<file path="src/rtl/line_pkg.sv">
// Shared types and helpers for the streaming line drawer.
package line_pkg;

  typedef enum logic [1:0] {
    IDLE  = 2'd0,
    SETUP = 2'd1,
    LINE  = 2'd2,
    CLEAR = 2'd3
  } state_t;

  localparam logic MODE_LINE  = 1'b0;
  localparam logic MODE_CLEAR = 1'b1;

  // Error term and deltas need two extra bits: one for sign, one for the
  // transient err - dy swing below zero.
  function automatic int err_width(input int coord_w);
    return coord_w + 2;
  endfunction

endpackage

</file>
<file path="src/rtl/line_octant_setup.sv">
// Octant normalisation for Bresenham: folds any line into a left-to-right,
// shallow-slope walk and reports how to unfold each pixel.
module line_octant_setup
  import line_pkg::*;
#(
  parameter int COORD_W = 11,
  localparam int EW = err_width(COORD_W)
) (
  input  logic [COORD_W-1:0]    i_x0,
  input  logic [COORD_W-1:0]    i_y0,
  input  logic [COORD_W-1:0]    i_x1,
  input  logic [COORD_W-1:0]    i_y1,
  output logic                  o_steep,
  output logic [COORD_W-1:0]    o_x0,
  output logic [COORD_W-1:0]    o_x1,
  output logic [COORD_W-1:0]    o_y0,
  output logic signed [EW-1:0]  o_dx,
  output logic signed [EW-1:0]  o_dy,
  output logic                  o_ystep_pos,
  output logic signed [EW-1:0]  o_err
);

  logic [COORD_W-1:0] w_adx;
  logic [COORD_W-1:0] w_ady;
  logic [COORD_W-1:0] w_ax0;
  logic [COORD_W-1:0] w_ay0;
  logic [COORD_W-1:0] w_ax1;
  logic [COORD_W-1:0] w_ay1;
  logic [COORD_W-1:0] w_y1;

  // Steepness test, axis swap, endpoint ordering, then deltas and initial error.
  always_comb begin
    w_adx   = (i_x1 >= i_x0) ? (i_x1 - i_x0) : (i_x0 - i_x1);
    w_ady   = (i_y1 >= i_y0) ? (i_y1 - i_y0) : (i_y0 - i_y1);
    o_steep = (w_ady > w_adx);

    w_ax0 = o_steep ? i_y0 : i_x0;
    w_ay0 = o_steep ? i_x0 : i_y0;
    w_ax1 = o_steep ? i_y1 : i_x1;
    w_ay1 = o_steep ? i_x1 : i_y1;

    if (w_ax0 > w_ax1) begin
      o_x0 = w_ax1;
      o_x1 = w_ax0;
      o_y0 = w_ay1;
      w_y1 = w_ay0;
    end else begin
      o_x0 = w_ax0;
      o_x1 = w_ax1;
      o_y0 = w_ay0;
      w_y1 = w_ay1;
    end

    o_dx        = $signed({2'b00, o_x1 - o_x0});
    o_dy        = $signed({2'b00, (o_y0 < w_y1) ? (w_y1 - o_y0) : (o_y0 - w_y1)});
    o_ystep_pos = (o_y0 < w_y1);
    o_err       = o_dx >>> 1;
  end

endmodule

</file>
<file path="src/rtl/line_drawer_stream.sv">
// Streaming Bresenham line / screen-clear engine with clipping and a
// backpressured, registered pixel output.
//
// state | meaning
// IDLE  | waiting for a command, cmd_ready high
// SETUP | one cycle: latch normalised octant values, present first pixel
// LINE  | walk the major axis; clipped pixels advance without handshake
// CLEAR | raster scan of the whole screen, one pixel per handshake
module line_drawer_stream
  import line_pkg::*;
#(
  parameter int COORD_W  = 11,
  parameter int SCREEN_W = 640,
  parameter int SCREEN_H = 480,
  parameter int COLOR_W  = 1
) (
  input  logic               clk,
  input  logic               reset_n,
  input  logic               cmd_valid,
  output logic               cmd_ready,
  input  logic               cmd_mode,
  input  logic [COORD_W-1:0] cmd_x0,
  input  logic [COORD_W-1:0] cmd_y0,
  input  logic [COORD_W-1:0] cmd_x1,
  input  logic [COORD_W-1:0] cmd_y1,
  input  logic [COLOR_W-1:0] cmd_color,
  output logic               pix_valid,
  input  logic               pix_ready,
  output logic [COORD_W-1:0] pix_x,
  output logic [COORD_W-1:0] pix_y,
  output logic [COLOR_W-1:0] pix_color,
  output logic               done
);

  localparam int EW = err_width(COORD_W);
  localparam logic [COORD_W:0]   LP_SW     = (COORD_W+1)'(SCREEN_W);
  localparam logic [COORD_W:0]   LP_SH     = (COORD_W+1)'(SCREEN_H);
  localparam logic [COORD_W-1:0] LP_X_LAST = COORD_W'(SCREEN_W - 1);
  localparam logic [COORD_W-1:0] LP_Y_LAST = COORD_W'(SCREEN_H - 1);
  localparam logic [COORD_W-1:0] LP_ONE    = COORD_W'(1);

  state_t              r_state;
  logic                r_mode;
  logic [COLOR_W-1:0]  r_color;
  logic [COORD_W-1:0]  r_x0, r_y0, r_x1, r_y1;
  logic                r_steep;
  logic                r_ystep_pos;
  logic [COORD_W-1:0]  r_x, r_y, r_x_end;
  logic signed [EW-1:0] r_dx, r_dy, r_err;
  logic                r_pix_valid;
  logic [COORD_W-1:0]  r_pix_x, r_pix_y;
  logic [COLOR_W-1:0]  r_pix_color;
  logic                r_done;

  logic                w_s_steep;
  logic [COORD_W-1:0]  w_s_x0, w_s_x1, w_s_y0;
  logic signed [EW-1:0] w_s_dx, w_s_dy, w_s_err;
  logic                w_s_ystep_pos;
  logic [COORD_W-1:0]  w_s_px, w_s_py;

  logic signed [EW-1:0] w_err_sub, w_nerr;
  logic                w_y_step;
  logic [COORD_W-1:0]  w_nx, w_ny, w_ln_px, w_ln_py;
  logic                w_line_adv, w_pix_hs;
  logic [COORD_W-1:0]  w_cl_nx, w_cl_ny;
  logic                w_cl_row_end, w_cl_last;

  function automatic logic f_clipped(input logic [COORD_W-1:0] px,
                                     input logic [COORD_W-1:0] py);
    return ({1'b0, px} >= LP_SW) || ({1'b0, py} >= LP_SH);
  endfunction

  line_octant_setup #(.COORD_W(COORD_W)) u_setup (
    .i_x0        (r_x0),
    .i_y0        (r_y0),
    .i_x1        (r_x1),
    .i_y1        (r_y1),
    .o_steep     (w_s_steep),
    .o_x0        (w_s_x0),
    .o_x1        (w_s_x1),
    .o_y0        (w_s_y0),
    .o_dx        (w_s_dx),
    .o_dy        (w_s_dy),
    .o_ystep_pos (w_s_ystep_pos),
    .o_err       (w_s_err)
  );

  // Next Bresenham step, screen mapping of candidates, and raster-scan successor.
  always_comb begin
    w_err_sub = r_err - r_dy;
    w_y_step  = w_err_sub[EW-1];
    w_nx      = r_x + LP_ONE;
    w_ny      = w_y_step ? (r_ystep_pos ? (r_y + LP_ONE) : (r_y - LP_ONE)) : r_y;
    w_nerr    = w_y_step ? (w_err_sub + r_dx) : w_err_sub;
    w_ln_px   = r_steep ? w_ny : w_nx;
    w_ln_py   = r_steep ? w_nx : w_ny;

    w_s_px    = w_s_steep ? w_s_y0 : w_s_x0;
    w_s_py    = w_s_steep ? w_s_x0 : w_s_y0;

    // A low pix_valid inside LINE means the current candidate is clipped.
    w_line_adv = !r_pix_valid || pix_ready;
    w_pix_hs   = r_pix_valid && pix_ready;

    w_cl_row_end = (r_x == LP_X_LAST);
    w_cl_last    = w_cl_row_end && (r_y == LP_Y_LAST);
    w_cl_nx      = w_cl_row_end ? '0 : (r_x + LP_ONE);
    w_cl_ny      = w_cl_row_end ? (r_y + LP_ONE) : r_y;
  end

  // Control FSM with step datapath and registered pixel stage; the pixel
  // registers always hold the candidate the counters currently point at.
  always_ff @(posedge clk or negedge reset_n) begin
    if (!reset_n) begin
      r_state     <= IDLE;
      r_mode      <= MODE_LINE;
      r_color     <= '0;
      r_x0        <= '0;
      r_y0        <= '0;
      r_x1        <= '0;
      r_y1        <= '0;
      r_steep     <= 1'b0;
      r_ystep_pos <= 1'b0;
      r_x         <= '0;
      r_y         <= '0;
      r_x_end     <= '0;
      r_dx        <= '0;
      r_dy        <= '0;
      r_err       <= '0;
      r_pix_valid <= 1'b0;
      r_pix_x     <= '0;
      r_pix_y     <= '0;
      r_pix_color <= '0;
      r_done      <= 1'b0;
    end else begin
      r_done <= 1'b0;
      case (r_state)
        IDLE: begin
          if (cmd_valid) begin
            r_mode  <= cmd_mode;
            r_color <= cmd_color;
            r_x0    <= cmd_x0;
            r_y0    <= cmd_y0;
            r_x1    <= cmd_x1;
            r_y1    <= cmd_y1;
            r_state <= SETUP;
          end
        end
        SETUP: begin
          r_pix_color <= r_color;
          if (r_mode == MODE_CLEAR) begin
            r_x         <= '0;
            r_y         <= '0;
            r_pix_x     <= '0;
            r_pix_y     <= '0;
            r_pix_valid <= 1'b1;
            r_state     <= CLEAR;
          end else begin
            r_steep     <= w_s_steep;
            r_ystep_pos <= w_s_ystep_pos;
            r_x         <= w_s_x0;
            r_y         <= w_s_y0;
            r_x_end     <= w_s_x1;
            r_dx        <= w_s_dx;
            r_dy        <= w_s_dy;
            r_err       <= w_s_err;
            r_pix_x     <= w_s_px;
            r_pix_y     <= w_s_py;
            r_pix_valid <= !f_clipped(w_s_px, w_s_py);
            r_state     <= LINE;
          end
        end
        LINE: begin
          if (w_line_adv) begin
            if (r_x == r_x_end) begin
              r_pix_valid <= 1'b0;
              r_done      <= 1'b1;
              r_state     <= IDLE;
            end else begin
              r_x         <= w_nx;
              r_y         <= w_ny;
              r_err       <= w_nerr;
              r_pix_x     <= w_ln_px;
              r_pix_y     <= w_ln_py;
              r_pix_valid <= !f_clipped(w_ln_px, w_ln_py);
            end
          end
        end
        CLEAR: begin
          if (w_pix_hs) begin
            if (w_cl_last) begin
              r_pix_valid <= 1'b0;
              r_done      <= 1'b1;
              r_state     <= IDLE;
            end else begin
              r_x     <= w_cl_nx;
              r_y     <= w_cl_ny;
              r_pix_x <= w_cl_nx;
              r_pix_y <= w_cl_ny;
            end
          end
        end
        default: r_state <= IDLE;
      endcase
    end
  end

  assign cmd_ready = (r_state == IDLE);
  assign pix_valid = r_pix_valid;
  assign pix_x     = r_pix_x;
  assign pix_y     = r_pix_y;
  assign pix_color = r_pix_color;
  assign done      = r_done;

endmodule
</file>
<file path="config.mk">
export PLATFORM = sky130hd
export DESIGN_NAME = line_drawer_stream
export DESIGN_NICKNAME = d
export VERILOG_FILES = /design/src/rtl/line_pkg.sv /design/src/rtl/line_octant_setup.sv /design/src/rtl/line_drawer_stream.sv
export SDC_FILE = /design/constraint.sdc
export NUM_CORES = 1
export LEC_CHECK = 0
export ABC_CLOCK_PERIOD_IN_PS = 9250
export BUFFER_PORTS_ARGS = -buffer_cell sky130_fd_sc_hd__buf_4
export CAP_MARGIN = 30
export CORE_ASPECT_RATIO = 1.5
export CORE_MARGIN = 4
export CORE_UTILIZATION = 50
export DETAILED_ROUTE_END_ITERATION = 8
export MAX_ROUTING_LAYER = met4
export PLACE_DENSITY_LB_ADDON = 0.25
export SLEW_MARGIN = 20
export SYNTH_ARGS = -nofsm -noshare
export SYNTH_HDL_FRONTEND = slang
export SYNTH_SLANG_ARGS = --single-unit
export TNS_END_PERCENT = 20
</file>
<file path="constraint.sdc">
create_clock -name clk -period 9.25 [get_ports clk]
set_clock_uncertainty 0.05 [all_clocks]
set_input_delay 1.3875 -clock clk [delete_from_list [all_inputs] [get_ports clk]]
set_output_delay 1.3875 -clock clk [all_outputs]
set_load 0.02 [all_outputs]
</file>
==> impl_metrics.ini <==
[finish]
final_nets = 1993
final_common_cell = buf_4
diodes = 0
mostFrequentLayoutCells = buf_4 (197), nand2_1 (196), nor2_1 (171)
drive_above_1_share = 0.1824
area.growth.synth_to_final_pct = 17.72

[worst_setup_path]
rr_worst_depth = 43
critPathMaxStageDelay_ps = 420
rrSetupSlack_ps = 310
r2r-start = r_x0[1]$_DFFE_PN0P_
worstPathMaxFanout = 8
crit_top_cell = buf_4
slowest_stage = a2111o_1
startpoint = r_x0[1]$_DFFE_PN0P_
worstSetupPathType = reg -> reg
cp.arrival_ps = 9230
end_kind = flip-flop
crit-reg2reg-capture = r_dy[10]$_DFFE_PN0P_
critPathRequiredTime_ps = 9540
start_kind = flip-flop

[floorplanning]
die-area_sq_um = 29260
die_w_um = 141.0
coreArea_sq_um = 25940
start_util = 0.5115
chipHeight_um = 207.5
io_pins = 76
rows = 72

[timing]
fin_tns_setup_ps = 0
fin_crit_sh = 0.9662
fmax_mhz = 111.9
worst_pin_slew_ps = 962.9
finalCriticalPeriod_ps = 8937
setup_viol = 0
slew_headroom = 0.3557
whs_ps = 431.7
hold_viol = 0
slew_violations = 0

[logic_synthesis]
yosys_warnings = 0
synth_top_area_frac = 0.2697
synth-seq-area-share = 0.2697
ys_ff_latch = 143
synth_cells = 1702
netlist_area_sq_um = 13270
ys_top_cells_by_area = dfrtp_1 (27%), ha_1 (10%), a21oi_1 (6.4%)
synth_edf_count = 0
synthesis.nets = 1871
synthArstFlopShare = 1.000
syn_avg_cell_area_sq_um = 7.797
ys_types = 82
synth_ff_type = dfrtp_1
yosys.area.top_type = dfrtp_1

[drt]
drt_first_pass_iters = 8
drc = 0
vias_per_cell = 6.112
drt_iter0_drc = 1207
drt_wl_total_um = 46630
routedWlPerCell_um = 21.49
antenna_left = 0
vias = 13260

[clock_network]
cts-root-buf = clkbuf_16
clk_pin_slew_ps = 60
cts_tree = built
hold_buffers = 0
clock_sinks = 143
clock_latency_ps = 470
htree_num_levels = 4
cts_buffer_depth = 2
cts_made_buffers = 17

[grt]
gr-total-overflow = 0
grtUsageTotal = 0.3245
antenna_found_initial = 0
grt_pass1_wl_um = 72060
grt_pass1_vias = 12880
grt_max_degree = 89

[worst_hold_path]
hold_path_end = r_dy[2]$_DFFE_PN0P_
min_delay_path_depth = 2
hold_path.class = reg -> reg
hp-start = r_dy[2]$_DFFE_PN0P_

[job]
cap_viol_max_count = 0

[placed_design]
hpwlAfterDp_um = 36700
port_buffers = 75
gp_congestion = 1.059

[run_status]
status = complete, no violations
==> worst max path at each step <==
stage / cells past startpoint / end
2_1_floorplan: 46 / r_dy[3]$_DFFE_PN0P_
3_3_place_gp: 39 / r_dy[4]$_DFFE_PN0P_
3_5_place_dp: 37 / r_dy[5]$_DFFE_PN0P_
4_1_cts: 40 / r_dy[10]$_DFFE_PN0P_
5_1_grt: 46 / r_dy[10]$_DFFE_PN0P_
6_report: 43 / r_dy[10]$_DFFE_PN0P_
==> cell type report <==
type,instances,area [sq um]
well taps,333,416.7
flip-flops and latches,143,3582
clock buffers,18,429.2
clock inverters,14,137.6
multi-input cells,1349,9064
fillers,2391,10320
repair buffers,205,1587
inverters,108,405.4
==> per-stage QoR <==
stage | setup WS (ps) | utilization | cells | cell area, sq um
after global routing | -43.11 | 0.6021 | 2170 | 15620
after global placement | 45.24 | 0.5685 | 2122 | 14750
final | 312.5 | 0.6021 | 2170 | 15620
after detailed placement | -48.51 | 0.5693 | 2123 | 14770
after floorplan | 13.72 | - | 1702 | 13310
after CTS | 20.66 | 0.5914 | 2155 | 15340
==> timing repair <==
action | 4_1_cts | 5_1_grt
cloned | 0 | 2
hold endpoints to repair | 0 | 0
setup endpoints to repair | 7 | 11
pin swaps | 0 | 14
buffers inserted | 0 | 12
resized for setup | 3 | 54
==> synthesized netlist by cell type, types with 5 or more instances <==
| library cell | count |
|---|---|
| a211oi_1 | 20 |
| a21o_1 | 30 |
| a21oi_1 | 171 |
| a221o_1 | 6 |
| a221oi_1 | 11 |
| a22o_1 | 8 |
| a31oi_1 | 13 |
| and2_1 | 12 |
| and3_1 | 14 |
| buf_1 | 8 |
| buf_2 | 11 |
| clkbuf_1 | 80 |
| dfrtp_1 | 143 |
| fa_1 | 8 |
| ha_1 | 111 |
| inv_1 | 108 |
| mux2_2 | 20 |
| mux2i_1 | 46 |
| nand2_1 | 200 |
| nand2b_1 | 8 |
| nand3_1 | 26 |
| nand4_1 | 19 |
| nor2_1 | 174 |
| nor2b_1 | 9 |
| nor3_1 | 17 |
| nor4_1 | 9 |
| o211ai_1 | 18 |
| o21a_1 | 20 |
| o21ai_0 | 148 |
| o21bai_1 | 9 |
| o221ai_1 | 10 |
| o22ai_1 | 9 |
| o311ai_0 | 5 |
| o31ai_1 | 6 |
| o41ai_1 | 5 |
| or2_2 | 7 |
| or3_1 | 10 |
| xnor2_1 | 50 |
| xor2_1 | 41 |
==> metal layers <==
layer  track usage  part of all wire
met5             -                 0
met4        0.1862             0.066
met3       0.04125             0.049
met2        0.5521              0.51
met1        0.3633              0.38
==> flip-flops by register name, indices dropped and copies added (netlist names), 2 cells and up <==
name,cells
r_x0,11
r_y0,11
r_err,13
r_x,11
r_x_end,11
r_y,11
r_y1,11
r_state,2
r_x1,11
pix_y,11
pix_x,11
r_dy,11
r_dx,11
==> logic make-up after synthesis <==
| kind of cell | after synthesis | share of synthesized area |
|---|---|---|
| buffers and inverters | 212 | 0.06327 |
| adders and majority gates | 119 | 0.1167 |
| and+or+nand+nor | 524 | 0.1761 |
| AOI/OAI and AO/OA | 545 | 0.2604 |
| muxes | 68 | 0.05374 |
| xor gates and xnor gates | 91 | 0.06006 |
| DFF | 143 | 0.2697 |
==> worst max-delay path, delay by kind of cell, from the launching register on <==
family	cells	cell delay (ps)
adders and majority gates	4	1310
buffers and inverters	8	1040
and+or+nand+nor	9	1510
muxes	3	760
DFF	1	350
AOI/OAI and AO/OA	18	3530
xor gates and xnor gates	1	280
Power is left out: the tool's default activity adds up to more than one toggle a clock period on the data nets, which glitch-free logic cannot reach.
